<file path="config.mk">
export PLATFORM = sky130hd
export DESIGN_NAME = instr_enc
export DESIGN_NICKNAME = d
export VERILOG_FILES = /design/src/rtl/instr_enc.sv
export SDC_FILE = /design/constraint.sdc
export NUM_CORES = 1
export LEC_CHECK = 0
export CAP_MARGIN = 10
export CELL_PAD_IN_SITES_DETAIL_PLACEMENT = 0
export CELL_PAD_IN_SITES_GLOBAL_PLACEMENT = 1
export CORE_ASPECT_RATIO = 1.25
export CORE_MARGIN = 5
export CORE_UTILIZATION = 35
export CTS_BUF_LIST = sky130_fd_sc_hd__clkbuf_8 sky130_fd_sc_hd__clkbuf_16
export DETAILED_ROUTE_END_ITERATION = 8
export PLACE_DENSITY_LB_ADDON = 0.1
export SYNTH_ARGS = -nofsm -noshare
export SYNTH_HDL_FRONTEND = slang
export SYNTH_SLANG_ARGS = --single-unit
</file>
<file path="constraint.sdc">
create_clock -name clk -period 5.65 [get_ports clk]
set_clock_uncertainty 0.15 [all_clocks]
set_input_delay 1.13 -clock clk [delete_from_list [all_inputs] [get_ports clk]]
set_output_delay 1.13 -clock clk [all_outputs]
set_load 0.02 [all_outputs]
</file>
<file path="src/rtl/instr_enc.sv">
// RV32I instruction encoder and program streamer: packs decoded fields into a
// 32-bit word, range-checks the immediate and streams words with byte addresses.
module instr_enc #(
  parameter int ADDR_W = 12,
  parameter int DEPTH  = 1024
) (
  input  logic              clk,
  input  logic              rst,
  input  logic              start,
  input  logic [ADDR_W-1:0] base_addr,
  input  logic              in_valid,
  output logic              in_ready,
  input  logic              in_last,
  input  logic [2:0]        fmt,
  input  logic [6:0]        opcode,
  input  logic [2:0]        funct3,
  input  logic [6:0]        funct7,
  input  logic [4:0]        rd,
  input  logic [4:0]        rs1,
  input  logic [4:0]        rs2,
  input  logic [31:0]       imm,
  output logic              out_valid,
  input  logic              out_ready,
  output logic [31:0]       out_instr,
  output logic [ADDR_W-1:0] out_addr,
  output logic              err,
  output logic              err_sticky,
  output logic              done
);

  localparam int CNT_W = $clog2(DEPTH + 1);
  localparam logic [CNT_W-1:0]  CNT_ZERO  = {CNT_W{1'b0}};
  localparam logic [CNT_W-1:0]  CNT_ONE   = {{(CNT_W-1){1'b0}}, 1'b1};
  localparam logic [CNT_W-1:0]  CNT_LAST  = CNT_W'(DEPTH - 1);
  localparam logic [ADDR_W-1:0] ADDR_STEP = {{(ADDR_W-3){1'b0}}, 3'd4};

  localparam logic [2:0] FMT_R = 3'd0;
  localparam logic [2:0] FMT_I = 3'd1;
  localparam logic [2:0] FMT_S = 3'd2;
  localparam logic [2:0] FMT_B = 3'd3;
  localparam logic [2:0] FMT_U = 3'd4;
  localparam logic [2:0] FMT_J = 3'd5;

  typedef enum logic [1:0] {
    S_IDLE  = 2'd0,
    S_RUN   = 2'd1,
    S_DRAIN = 2'd2,
    S_DONE  = 2'd3
  } state_t;

  // A signed range [-2^n, 2^n-1] holds exactly when imm[31:n] is all zeros or all ones.
  function automatic logic bundle_legal(input logic [2:0] f, input logic [6:0] op,
                                        input logic [31:0] im);
    logic ok;
    ok = (op[1:0] == 2'b11);
    case (f)
      FMT_R:        ok = ok;
      FMT_I, FMT_S: ok = ok && ((&im[31:11]) || !(|im[31:11]));
      FMT_B:        ok = ok && ((&im[31:12]) || !(|im[31:12])) && !im[0];
      FMT_U:        ok = ok && (im[11:0] == 12'd0);
      FMT_J:        ok = ok && ((&im[31:20]) || !(|im[31:20])) && !im[0];
      default:      ok = 1'b0;
    endcase
    return ok;
  endfunction

  function automatic logic [31:0] encode(input logic [2:0] f, input logic [6:0] op,
                                         input logic [2:0] f3, input logic [6:0] f7,
                                         input logic [4:0] d, input logic [4:0] s1,
                                         input logic [4:0] s2, input logic [31:0] im);
    logic [31:0] w;
    case (f)
      FMT_R:   w = {f7, s2, s1, f3, d, op};
      FMT_I:   w = {im[11:0], s1, f3, d, op};
      FMT_S:   w = {im[11:5], s2, s1, f3, im[4:0], op};
      FMT_B:   w = {im[12], im[10:5], s2, s1, f3, im[4:1], im[11], op};
      FMT_U:   w = {im[31:12], d, op};
      FMT_J:   w = {im[20], im[10:1], im[11], im[19:12], d, op};
      default: w = 32'd0;
    endcase
    return w;
  endfunction

  state_t              state_r, state_s;
  logic [ADDR_W-1:0]   addr_r, addr_s;
  logic [CNT_W-1:0]    count_r, count_s;
  logic                out_valid_r, out_valid_s;
  logic [31:0]         out_instr_r, out_instr_s;
  logic [ADDR_W-1:0]   out_addr_r, out_addr_s;
  logic                err_r, err_s;
  logic                err_sticky_r, err_sticky_s;
  logic                done_r, done_s;

  logic                in_ready_s;
  logic                accept_s;
  logic                legal_s;
  logic [31:0]         encoded_s;

  assign in_ready_s = (state_r == S_RUN) && (!out_valid_r || out_ready);
  assign accept_s   = in_valid && in_ready_s;
  assign legal_s    = bundle_legal(fmt, opcode, imm);
  assign encoded_s  = encode(fmt, opcode, funct3, funct7, rd, rs1, rs2, imm);

  // Next-state, address/count and output-register update.
  always_comb begin
    state_s      = state_r;
    addr_s       = addr_r;
    count_s      = count_r;
    out_instr_s  = out_instr_r;
    out_addr_s   = out_addr_r;
    err_s        = 1'b0;
    err_sticky_s = err_sticky_r;
    if (out_valid_r && out_ready) begin
      out_valid_s = 1'b0;
    end else begin
      out_valid_s = out_valid_r;
    end
    case (state_r)
      S_IDLE, S_DONE: begin
        if (start) begin
          state_s      = S_RUN;
          addr_s       = {base_addr[ADDR_W-1:2], 2'b00};
          count_s      = CNT_ZERO;
          err_sticky_s = 1'b0;
        end else begin
          state_s = state_r;
        end
      end
      S_RUN: begin
        if (accept_s) begin
          if (legal_s) begin
            out_valid_s = 1'b1;
            out_instr_s = encoded_s;
            out_addr_s  = addr_r;
            addr_s      = addr_r + ADDR_STEP;
            count_s     = count_r + CNT_ONE;
          end else begin
            err_s        = 1'b1;
            err_sticky_s = 1'b1;
          end
          // A rejected final bundle still closes the program.
          if (in_last || (legal_s && (count_r == CNT_LAST))) begin
            state_s = S_DRAIN;
          end else begin
            state_s = S_RUN;
          end
        end else begin
          state_s = S_RUN;
        end
      end
      S_DRAIN: begin
        if (!out_valid_r || out_ready) begin
          state_s = S_DONE;
        end else begin
          state_s = S_DRAIN;
        end
      end
      default: state_s = S_IDLE;
    endcase
    done_s = (state_s == S_DONE);
  end

  // State and output registers with synchronous reset.
  always_ff @(posedge clk) begin
    if (rst) begin
      state_r      <= S_IDLE;
      addr_r       <= {ADDR_W{1'b0}};
      count_r      <= CNT_ZERO;
      out_valid_r  <= 1'b0;
      out_instr_r  <= 32'd0;
      out_addr_r   <= {ADDR_W{1'b0}};
      err_r        <= 1'b0;
      err_sticky_r <= 1'b0;
      done_r       <= 1'b0;
    end else begin
      state_r      <= state_s;
      addr_r       <= addr_s;
      count_r      <= count_s;
      out_valid_r  <= out_valid_s;
      out_instr_r  <= out_instr_s;
      out_addr_r   <= out_addr_s;
      err_r        <= err_s;
      err_sticky_r <= err_sticky_s;
      done_r       <= done_s;
    end
  end

  assign in_ready   = in_ready_s;
  assign out_valid  = out_valid_r;
  assign out_instr  = out_instr_r;
  assign out_addr   = out_addr_r;
  assign err        = err_r;
  assign err_sticky = err_sticky_r;
  assign done       = done_r;

endmodule

</file>
==> results.toml <==
[run_status]
status = "finished clean"

[setup_path]
end_kind = "flip-flop"
timing.critical_path.required_ns = 5.72
cp_max_fo = 29
arrival_ns = 4.00
path_class = "input port to flip-flop"
critPathLaunchType = "input port"

[final_layout]
fillers = 1032
synthToLayoutAreaGrowth_pct = 44.4
diodes = 0
design_area_um2 = 5370
final_nets = 656
drive_gt1_share_pct = 5.96

[route]
dr.first_iter.drc_count = 155
drt_wl_total_um = 12400
drt_pass1_iterations = 4
via_per_inst = 5.58
drc = 0
routedWlPerCell_um = 17.7
ant_nets = 0
vias = 3915

[floorplan]
coreArea_um2 = 10500
die-area_um2 = 12800
start_util_pct = 35.4
ios = 134
rows = 42
fp.dieW_um = 102
dieHeight_um = 125

[clock_tree]
cts_buffers = 9
path_clk_slew_ns = 0.05
htreeDepth = 3
clockBufferDepth = 2
holdBufCountCts = 0
insertion_delay_ns = 0.33
cts_setup_buffers = 0
cts-root-buf = "clkbuf_16"
cts.repair.resized = 0
cts_tree = "done"
cts.sinks = 69

[timing]
period_share_pct = 69.5
grt_setup_unrepaired = "no"
setup_tns_ns = 0
max-slew-margin-rel_pct = 39.9
fmax_mhz = 255
slew_violations = 0
worstMarginPinSlew_ns = 0.902
setup_viol = 0
hold_viol = 0
min_period_ns = 3.92

[power]
pwr-share-seq_pct = 34.5
p_int_mw = 1.08
power_density_nw_per_um2 = 309
power_switching_mw = 0.580
power_frac_clock_pct = 33.0
cellLeakagePower_nw = 1.84
max-vdd-ir-drop_mv = 0.163
pwr-share-comb_pct = 32.5
swShare_pct = 34.9

[yosys]
synth_area_leaders = "dfxtp_1 (37%), a211oi_1 (5.6%), a21oi_1 (5.6%)"
ys_types = 53
synth_warnings = 0
syn-cell-area_um2 = 3720
yosys_register_bits = 69
synthArstFlopShare_pct = 0
ys_seq_area_share_pct = 37.1
synthCells = 451
synth-edff-count = 0
synth_largest_area_cell = "dfxtp_1"
synth_area_per_cell_um2 = 8.25
synthMostInstantiatedCell = "dfxtp_1"
ys.flop_type = "dfxtp_1"
netlist.area_leader.share_pct = 37.1
ys_top_cells_by_count = "dfxtp_1 (69), nor2_1 (48), a21oi_1 (42)"

[global_routing]
grt_pass1_vias = 3780
grt_pass1_wl_um = 19200
grt_max_degree = 51
grt_overflow = 0
gr-usage-all-layers_pct = 18.8
antenna_found_initial = 0

[worst_hold_path]
min_path_type = "flip-flop to flip-flop"

[placement]
port_buffers = 129
gp_congestion = 0.789
place_hpwl_um = 9120
dpl_cell_area_um2 = 5090

[job]
maxCapViolations = 0
-- stage by stage --
step / cells / worst slack, ns / util, % / power, mW / hold WS (ns)
2_1_floorplan: 452 / 2.66 / - / 0.915 / 0.298
3_3_place_gp: 688 / 1.43 / 48.5 / 1.11 / 0.302
3_5_place_dp: 688 / 1.42 / 48.5 / 1.12 / 0.315
4_1_cts: 702 / 1.76 / 51.1 / 1.67 / 0.328
5_1_grt: 702 / 1.54 / 51.1 / 1.75 / 0.356
6_report: 702 / 1.73 / 51.1 / 1.66 / 0.320
-- final cells by class --
| type | instances | area [µm²] | share of cell area, % |
|---|---|---|---|
| repair buffers | 137 | 1350 | 25.1 |
| well taps | 132 | 165 | 3.07 |
| clock buffers | 10 | 239 | 4.45 |
| inverters | 16 | 60.1 | 1.12 |
| clock inverters | 4 | 42.5 | 0.792 |
| flip-flops and latches | 69 | 1380 | 25.7 |
| multi-input cells | 334 | 2140 | 39.8 |
-- worst paths after layout --
| check | to | cells past startpoint | startpoint | slack, ns |
|---|---|---|---|---|
| max | out_instr[28] | 11 | fmt[1] | 1.73 |
| min | err_sticky | 2 | err_sticky | 0.32 |
| max reg2reg | count_r[7] | 8 | state_r[1] | 2.74 |
| min reg2reg | err_sticky | 2 | err_sticky | 0.32 |
-- power groups by stage --
stage / logic (mW) / clock network, mW / registers (mW)
global placement: 0.526 / 0 / 0.582
floorplan: 0.332 / 0 / 0.583
detailed placement: 0.538 / 0 / 0.585
finish: 0.539 / 0.548 / 0.573
global route: 0.586 / 0.585 / 0.581
CTS: 0.539 / 0.561 / 0.574
-- critical path, cell delays in order --
cell and delay [ns]:
clkdlybuf4s50_1 0.61, buf_4 0.29, nor2b_1 0.11, buf_4 0.20
o21ai_0 0.18, a211o_1 0.30, a21o_1 0.26, a21oi_4 0.17
buf_4 0.36, o221ai_1 0.20, o211a_1 0.16
-- cell families after synthesis --
logic type | share of synthesized area (%)
AOI/OAI and AO/OA | 30.9
xor gates and xnor gates | 0.235
adders and majority gates | 1.35
buffers and inverters | 5.78
DFF | 37.1
muxes | 3.80
other | 0.101
and+or+nand+nor | 20.7
-- state kept, by name, summed over array words and instances, names as in the netlist --
name	flops
state_r	2
addr_r	10
out_addr	10
err	1
out_instr	32
count_r	11
out_valid	1
err_sticky	1
done	1
-- cell usage in the layout (no fill, tap or decap), drive strengths merged, types with 2 or more instances in the layout --
cell	Yosys	final
clkdlybuf4s50	0	128
dfxtp	69	69
nor2	48	48
a21oi	44	44
a211oi	28	28
a22oi	24	24
nand2	19	19
inv	16	18
o21ai	17	17
nand3	16	16
nor3	14	14
mux2i	13	13
nor2b	12	12
nor4	12	12
clkbuf	19	10
buf	14	9
o221ai	7	7
and2	6	6
nand4	6	6
and3	6	6
o211a	6	6
o32ai	6	6
a41o	5	5
o2111ai	5	5
o31ai	5	5
or4	5	5
ha	4	4
o21a	3	3
nand2b	3	3
a22o	2	2
o31a	2	2
conb	1	2
-- per-layer routing --
layer / part of all wire (%) / global-route usage, % / up-vias
li1: - / - / 1945
met1: 42 / 22.1 / 1847
met2: 51 / 33.4 / 109
met3: 5.1 / 4.07 / 14
met4: 1.6 / 5.79 / 0
met5: 0 / 0 / -
Note: power is estimated with default switching activity, not from simulation.
